**config.mk**
```make
export PLATFORM = sky130hd
export DESIGN_NAME = uart_rcvr_flat
export DESIGN_NICKNAME = d
export VERILOG_FILES = /design/src/rtl/uart_pkg.sv /design/src/rtl/uart_rcvr_if.sv /design/src/rtl/uart_rcvr_bit_timer.sv /design/src/rtl/uart_rcvr.sv /design/src/flat_wrapper.sv
export SDC_FILE = /design/constraint.sdc
export NUM_CORES = 1
export LEC_CHECK = 0
export BUFFER_PORTS_ARGS = -buffer_cell sky130_fd_sc_hd__buf_4
export CAP_MARGIN = 0
export CORE_UTILIZATION = 54
export CTS_CLUSTER_DIAMETER = 80
export DETAILED_ROUTE_END_ITERATION = 6
export PLACE_DENSITY = 0.76
export SLEW_MARGIN = 5
export SYNTH_ARGS = -nofsm -noshare
export SYNTH_HDL_FRONTEND = slang
export SYNTH_SLANG_ARGS = --single-unit
```
**constraint.sdc**
```tcl
create_clock -name Clock -period 1.8 [get_ports Clock]
set_input_delay 0.45 -clock Clock [delete_from_list [all_inputs] [get_ports Clock]]
set_output_delay 0.45 -clock Clock [all_outputs]
set_load 0.01 [all_outputs]
```
**src/rtl/uart_pkg.sv**
```systemverilog
// uart_pkg: state encoding and line-level constants shared by the UART receiver and transmitter
package uart_pkg;
    typedef enum logic [1:0] {IDLE, START, DATA, STOP} uart_state_e;
    localparam int WORD_SIZE_DEF = 8;
    localparam logic IDLE_BIT = 1'b1;
    localparam logic START_BIT = 1'b0;
    localparam logic STOP_BIT = 1'b1;
endpackage

```
**src/rtl/uart_rcvr_if.sv**
```systemverilog
// uart_rcvr_if: serial line plus host-side word/handshake signals of the UART receiver
interface uart_rcvr_if import uart_pkg::*; #(
    parameter int WORD_SIZE = WORD_SIZE_DEF
) ();
    logic Serial_in;
    logic read_not_ready_in;
    logic [WORD_SIZE-1:0] RCV_datareg;
    logic read_not_ready_out;
    logic Error1;
    logic Error2;
    modport slave (
        input Serial_in, read_not_ready_in,
        output RCV_datareg, read_not_ready_out, Error1, Error2
    );
    modport master (
        output Serial_in, read_not_ready_in,
        input RCV_datareg, read_not_ready_out, Error1, Error2
    );
endinterface

```
**src/rtl/uart_rcvr_bit_timer.sv**
```systemverilog
// uart_rcvr_bit_timer: per-bit sample counter with bit-end wrap and start-bit mid-point confirm pulses
module uart_rcvr_bit_timer import uart_pkg::*; #(
    parameter int CLKS_PER_BIT = 1,
    parameter int HALF_BIT = 0
) (
    input  logic Clock,
    input  logic rst,
    input  logic clear,
    output logic wrap,
    output logic confirm
);
    localparam int CW = CLKS_PER_BIT > 1 ? $clog2(CLKS_PER_BIT) : 1;
    localparam logic [CW-1:0] LAST = CW'(CLKS_PER_BIT - 1);
    localparam logic [CW-1:0] HALF_LAST = CW'(HALF_BIT > 0 ? HALF_BIT - 1 : 0);
    logic [CW-1:0] sample_cnt_q, sample_cnt_d;
    assign wrap = sample_cnt_q == LAST;
    assign confirm = sample_cnt_q == HALF_LAST;
    // restart on clear, otherwise count and roll over at the end of each bit
    always_comb sample_cnt_d = (clear || wrap) ? '0 : sample_cnt_q + 1'b1;
    // sample counter register
    always_ff @(posedge Clock or posedge rst)
        if (rst) sample_cnt_q <= '0;
        else sample_cnt_q <= sample_cnt_d;
endmodule

```
**src/rtl/uart_rcvr.sv**
```systemverilog
// uart_rcvr: start-bit detect, mid-bit LSB-first sampling, stop check and ready/ack host handshake
module uart_rcvr import uart_pkg::*; #(
    parameter int WORD_SIZE = WORD_SIZE_DEF,
    parameter int CLKS_PER_BIT = 1
) (
    input logic Clock,
    input logic rst,
    uart_rcvr_if.slave u
);
    localparam int HALF_BIT = (CLKS_PER_BIT - 1) / 2;
    localparam int BW = $clog2(WORD_SIZE + 1);
    uart_state_e state_q, state_d;
    logic [BW-1:0] bit_cnt_q, bit_cnt_d;
    logic [WORD_SIZE-1:0] shift_q, shift_d, data_q, data_d;
    logic ready_q, ready_d, err1_q, err1_d, err2_q, err2_d;
    logic clear, wrap, confirm, ack;
    uart_rcvr_bit_timer #(.CLKS_PER_BIT(CLKS_PER_BIT), .HALF_BIT(HALF_BIT)) timer (
        .Clock(Clock), .rst(rst), .clear(clear), .wrap(wrap), .confirm(confirm)
    );
    assign ack = u.read_not_ready_in && ready_q;
    assign u.RCV_datareg = data_q;
    assign u.read_not_ready_out = ready_q;
    assign u.Error1 = err1_q;
    assign u.Error2 = err2_q;
    // frame FSM; a completing frame overrides a same-cycle ack so the new word stays flagged ready
    always_comb begin
        state_d = state_q;
        bit_cnt_d = bit_cnt_q;
        shift_d = shift_q;
        data_d = data_q;
        ready_d = ack ? 1'b0 : ready_q;
        err1_d = ack ? 1'b0 : err1_q;
        err2_d = ack ? 1'b0 : err2_q;
        clear = 1'b0;
        case (state_q)
            IDLE: begin
                clear = 1'b1;
                bit_cnt_d = '0;
                if (u.Serial_in == START_BIT) state_d = HALF_BIT == 0 ? DATA : START;
            end
            START: begin
                if (u.Serial_in != START_BIT) begin
                    state_d = IDLE;
                    clear = 1'b1;
                end else if (confirm) begin
                    state_d = DATA;
                    clear = 1'b1;
                end
            end
            DATA: begin
                if (wrap) begin
                    shift_d = {u.Serial_in, shift_q[WORD_SIZE-1:1]};
                    bit_cnt_d = bit_cnt_q + 1'b1;
                    if (bit_cnt_d == BW'(WORD_SIZE)) state_d = STOP;
                end
            end
            STOP: begin
                if (wrap) begin
                    data_d = shift_q;
                    ready_d = 1'b1;
                    err1_d = !ack && (err1_q || ready_q);
                    err2_d = (!ack && err2_q) || (u.Serial_in != STOP_BIT);
                    state_d = IDLE;
                end
            end
            default: state_d = IDLE;
        endcase
    end
    // state, datapath and host-visible output registers
    always_ff @(posedge Clock or posedge rst)
        if (rst) begin
            state_q <= IDLE;
            bit_cnt_q <= '0;
            shift_q <= '0;
            data_q <= '0;
            ready_q <= 1'b0;
            err1_q <= 1'b0;
            err2_q <= 1'b0;
        end else begin
            state_q <= state_d;
            bit_cnt_q <= bit_cnt_d;
            shift_q <= shift_d;
            data_q <= data_d;
            ready_q <= ready_d;
            err1_q <= err1_d;
            err2_q <= err2_d;
        end
endmodule

```
**src/flat_wrapper.sv**
```systemverilog
// flat-port wrapper written by rule: the top's interface ports become plain ports
module uart_rcvr_flat import uart_pkg::*;
#(
    parameter int WORD_SIZE = WORD_SIZE_DEF,
    parameter int CLKS_PER_BIT = 1
)
  (Clock, rst, u_Serial_in, u_read_not_ready_in, u_RCV_datareg, u_read_not_ready_out, u_Error1, u_Error2);
  uart_rcvr_if #(.WORD_SIZE(WORD_SIZE)) u_i ();
  input logic Clock;
  input logic rst;
  input wire logic [$bits(u_i.Serial_in)-1:0] u_Serial_in;
  input wire logic [$bits(u_i.read_not_ready_in)-1:0] u_read_not_ready_in;
  output wire logic [$bits(u_i.RCV_datareg)-1:0] u_RCV_datareg;
  output wire logic [$bits(u_i.read_not_ready_out)-1:0] u_read_not_ready_out;
  output wire logic [$bits(u_i.Error1)-1:0] u_Error1;
  output wire logic [$bits(u_i.Error2)-1:0] u_Error2;
  assign u_i.Serial_in = u_Serial_in;
  assign u_i.read_not_ready_in = u_read_not_ready_in;
  assign u_RCV_datareg = u_i.RCV_datareg;
  assign u_read_not_ready_out = u_i.read_not_ready_out;
  assign u_Error1 = u_i.Error1;
  assign u_Error2 = u_i.Error2;
  uart_rcvr #(.WORD_SIZE(WORD_SIZE), .CLKS_PER_BIT(CLKS_PER_BIT)) u_core (.Clock(Clock), .rst(rst), .u(u_i));
endmodule
```
# Word-level counts from Yosys, hierarchy flattened
# Cells that the tools add are included.
[word_totals]
input_bits = 4
wordCells = 56
regBits = 26
output_inout_bits = 11
[classes]
addsub = 2
muxes = 22
eq_ne = 9
bitwise_logic = 2
reduce_logical = 13
[op_table]
columns = ["op", "count"]
rows = [
  ["$mux 1", 12],
  ["$mux 2", 6],
  ["$pmux 2 s4", 1],
  ["$pmux 4 s2", 1],
  ["$ne 2x2->1 const B", 3],
  ["$reduce_and 2->1", 3],
  ["$reduce_and 5->1", 1],
  ["$add 4x1->4 const B", 1],
  ["$eq 2x2->1 const B", 2],
  ["$eq 4x4->1 const B", 1],
  ["$mux 4", 1],
  ["$logic_and 1x1->1", 3],
  ["$logic_or 1x1->1", 3],
  ["$ne 3x3->1 const B", 1],
  ["$eq 2x1->1 const B", 1],
  ["$logic_not 2->1", 1],
  ["$ne 2x1->1 const B", 1],
  ["$not 1->1", 2],
  ["$pmux 1 s2", 1],
  ["$reduce_bool 2->1", 1],
  ["$add 1x1->1 const B", 1],
  ["$logic_not 1->1", 1],
]

# Longest topological paths before layout
[logic_depth]
ltp_word = 6
mapped_depth = 5
mapped_depth_nobuf = 4

# Modules after synthesis
# From an unflattened synthesis, not the netlist that was laid out.
[unflattened]
cells_unflattened = 87
hier_area_um2 = 1101.1
[by_module_without_submodules]
columns = ["module", "cells_each", "instances", "seq_area_each_um2", "area_each_um2"]
rows = [
  ["uart_rcvr", 82, 1, 625.6, 1057.3],
  ["uart_rcvr_bit_timer", 5, 1, 25.0, 43.8],
]

# Worst setup path after synthesis
# OpenSTA, ideal clock, no wires.
[synth_timing]
path_type = "register to register"
startpoint = "register u_core.state_q[0]"
endpoint = "register u_core.shift_q[0]"
n_path_buf = 2
setup_ps = 128
period_less_slack_ps = 1297
arrival_time_ps = 1169
t_required_ps = 1672
setup_slack_ps = 503
stages_incl_launch_ff = 5
cell_sequence = "dfrtp_1 buf_2 nor3b_2 buf_4 mux2_1"
[synth_via]
elab_chain_len = 2
[synth_rtl]
columns = ["item", "line", "text"]
rows = [
  ["from (decl)", "uart_rcvr.sv:12", "uart_state_e state_q, state_d;"],
  ["from (signal assigned)", "uart_rcvr.sv:80", "state_q <= state_d;"],
  ["$eq 2x2->1", "uart_rcvr.sv:35", "case (state_q)"],
  ["$reduce_and 2->1 (no line)", "-", ""],
  ["to (signal assigned)", "uart_rcvr.sv:82", "shift_q <= shift_d;"],
  ["to (decl)", "uart_rcvr.sv:14", "logic [WORD_SIZE-1:0] shift_q, shift_d, data_q, data_d;"],
]
# No other way between the ends.
# A chain may end at the register's enable or synchronous reset.

# Final worst setup path
[layout_timing]
startpoint = "register u_core.timer.sample_cnt_q"
endpoint = "register u_core.data_q[2], in the netlist u_core.u.RCV_datareg[2]"
[layout_via]
elab_chain_len = 2
[layout_rtl]
columns = ["item", "line", "text"]
rows = [
  ["from (decl)", "uart_rcvr_bit_timer.sv:15", "logic [CW-1:0] sample_cnt_q, sample_cnt_d;"],
  ["from (signal assigned)", "uart_rcvr_bit_timer.sv:23", "else sample_cnt_q <= sample_cnt_d;"],
  ["$not 1->1 (no line)", "-", ""],
  ["$reduce_and 2->1 (no line)", "-", ""],
  ["to (signal assigned)", "uart_rcvr.sv:83", "data_q <= data_d;"],
  ["to (decl)", "uart_rcvr.sv:14", ""],
]
# No other way between the ends.

==> impl_metrics.ini <==
[timing]
tns_ps = 0
slew_viol_final = 0
period_share = 0.841
maxSlewHeadroom = 0.652
fin_crit_ps = 1510
max_freq_ghz = 0.660
rsz0062_at_grt = false
final_hold_viol_count = 0
fin_skew_ps = 6.44
tightestPinTransition_ps = 521
setup_violations = 0

[cells_and_area]
multi_input_area_um2 = 378
layout.nets = 100
antenna_cells = 0
fill_cells = 141
area_delta_synth_final_pct = 16.1
ff_latch_area_um2 = 651
layout-drive-gt1-share = 0.277
final_area_mm2 = 0.00123

[routing]
drtIter0Drc = 15
drt-total-wl_um = 1450
antenna_left = 0
dr_total_vias = 617
wl_per_cell_um = 12.2
dr.pass1.iters = 4
wl_met3_um = 65
routed_via_density = 5.18
wl_met2_um = 618
drt-met1-wl_um = 745
highest_layer = met4
drc = 0

[placement]
place_area_mm2 = 0.00119
gp_congestion = 0.666
dp_hpwl_um = 1070
port_buffers = 14

[clock_tree]
clk_latency_ps = 320
numCtsBuffers = 3
cts_htree_levels = 1
cts_root_buf = clkbuf_4
clockBufferDepth = 2
clkSinkCount = 26
ctsResizeCount = 0
post-cts-setup-buffer-count = 0
hold_buffers = 0
path_clk_slew_ps = 130
cts_tree = yes

[setup_path]
crit_fanout = 12
cp_num_buf_inv = 0
arrival_ps = 1730
critPathTopFamily = simple AND/OR/NAND/NOR gates
worstSetupEndpointType = flip-flop
slowest_delay_ps = 490
crit_type = flip-flop to flip-flop
cp_cell_sequence = nand3b_1, mux2_1
cp.required_ps = 2020
crit_slowest_cell = nand3b_1
crit_path_start_kind = flip-flop

[synthesis]
avgSynthCellArea_um2 = 13.7
synth_seq_area_share = 0.615
synth_edf_count = 0
yosys.area_share.simple = 0.0781
async_flop_share = 1.00
synth.distinct_cells = 24
synthFlopType = dfrtp_1
syn_area_mm2 = 0.00106
synth_top_family_by_area = multiplexers
netlist_instances = 77
synth_compound_area_frac = 0.0639
synth-xor-area-share = 0.00828
synth-warning-count = 0
synthMuxAreaShare = 0.192
synth_seq_cells = 26
yosys.area_share.adder = 0.0118
synth_nets = 82

[floorplanning]
io_pins = 15
coreArea_mm2 = 0.00178
dieArea_mm2 = 0.00214
initial_core_util = 0.593
die_w_um = 46.3
rows = 15
fp.dieH_um = 46.3

[power]
power_density_mw_per_mm2 = 1450
cellLeakagePower_uw = 0.000592
peakVddDrop_mv = 0.895

[status]
outcome = finished clean

[grt]
grt_max_degree = 27
antenna_found_initial = 0
grt_pass1_wl_um = 2340
track_usage = 0.160
grt_overflow_total = 0
grt_pass1_vias = 524

[worst_hold_path]
min_path_type = input pin to async pin

[run]
maxCapViolCount = 0
==> layout by cell type (no fill, tap or decap), types with 2 or more instances in the layout <==
cell and count:
a22o_1 2, o21a_1 2, o21ai_0 2, nor2_1 2, dfrtp_1 26, nand3_1 3
mux2_1 13, mux2_2 5, inv_1 3, buf_4 16, clkbuf_4 3, nand2_1 4
==> layout make-up <==
class | count | share of cell area
flip-flops and latches | 26 | 0.530
multi-input cells | 45 | 0.308
repair buffers | 16 | 0.0979
clock buffers | 4 | 0.0296
well taps | 25 | 0.0255
inverters | 3 | 0.00917
==> flip-flops by register name, summed over array words and instances, names as in the netlist, named ones only <==
| signal | flops |
|---|---|
| u_core.bit_cnt_q | 4 |
| u_core.shift_q | 8 |
| u_core.state_q | 2 |
| u_core.timer.sample_cnt_q | 1 |
| u_core.u.Error2 | 1 |
| u_core.u.RCV_datareg | 8 |
| u_core.u.read_not_ready_out | 1 |
==> synthesized netlist by cell type (2+ instances only) <==
library cell | instances | share of area
a22o_1 | 2 | 0.017
o21a_1 | 2 | 0.014
inv_1 | 3 | 0.011
mux2_2 | 5 | 0.053
nor2_1 | 2 | 0.0071
dfrtp_1 | 26 | 0.62
nand2_1 | 4 | 0.014
mux2_1 | 13 | 0.14
nand3_1 | 3 | 0.014
o21ai_0 | 2 | 0.0095
buf_2 | 2 | 0.0095
==> path summary, 6_finish.rpt <==
check / startpoint / end / slack, ps / cells after the start
max: u_core.timer.sample_cnt_q / u_core.u.RCV_datareg[2] / 290 / 2
min: rst / u_core.u.read_not_ready_out / 160 / 3
max reg2reg: u_core.timer.sample_cnt_q / u_core.u.RCV_datareg[2] / 290 / 2
min reg2reg: u_core.u.Error2 / u_core.u.Error2 / 500 / 2
max in group asynchronous: rst / u_core.timer.sample_cnt_q / 1400 / 3
min in group Clock: u_read_not_ready_in / u_core.u.read_not_ready_out / 310 / 2
==> per-layer routing <==
metal  vias up  global-route usage
li1        303                   -
met1       295               0.238
met2        17               0.220
met3         2              0.0392
met4         0              0.0706
met5         -                   0
==> power by group <==
part           total (uW)  internal (uW)  switching, uW
clock                 287            124            163
combinational         525            316            208
sequential            966            805            160
total                1780           1250            531
==> logic make-up (layout without fill, tap and decap cells) <==
group                    after synthesis  in the layout
adder cells (fa/ha/maj)                1              1
AND/OR/NAND/NOR                       14             14
AO/OA/AOI/OAI                         10             10
other                                  1              1
buffers and inverters                  6             23
XOR/XNOR                               1              1
multiplexers                          18             18
flip-flops                            26             26
==> worst register-to-register path, stage by stage (launching register included) <==
cell      delay, ps
dfrtp_1         470
nand3b_1        490
mux2_1          460
==> per-stage QoR <==
stage               setup slack, ps  cells  hold slack, ps  utilization  total power, uW
floorplan                       503     77             450            -             1300
global placement                254    115             467        0.668             1500
detailed placement              246    115             476        0.668             1520
CTS                             231    119             168        0.688             1800
global route                   92.7    119             180        0.688             1900
finish                          286    119             160        0.688             1780
No activity file was read; power rests on OpenSTA's default activity.
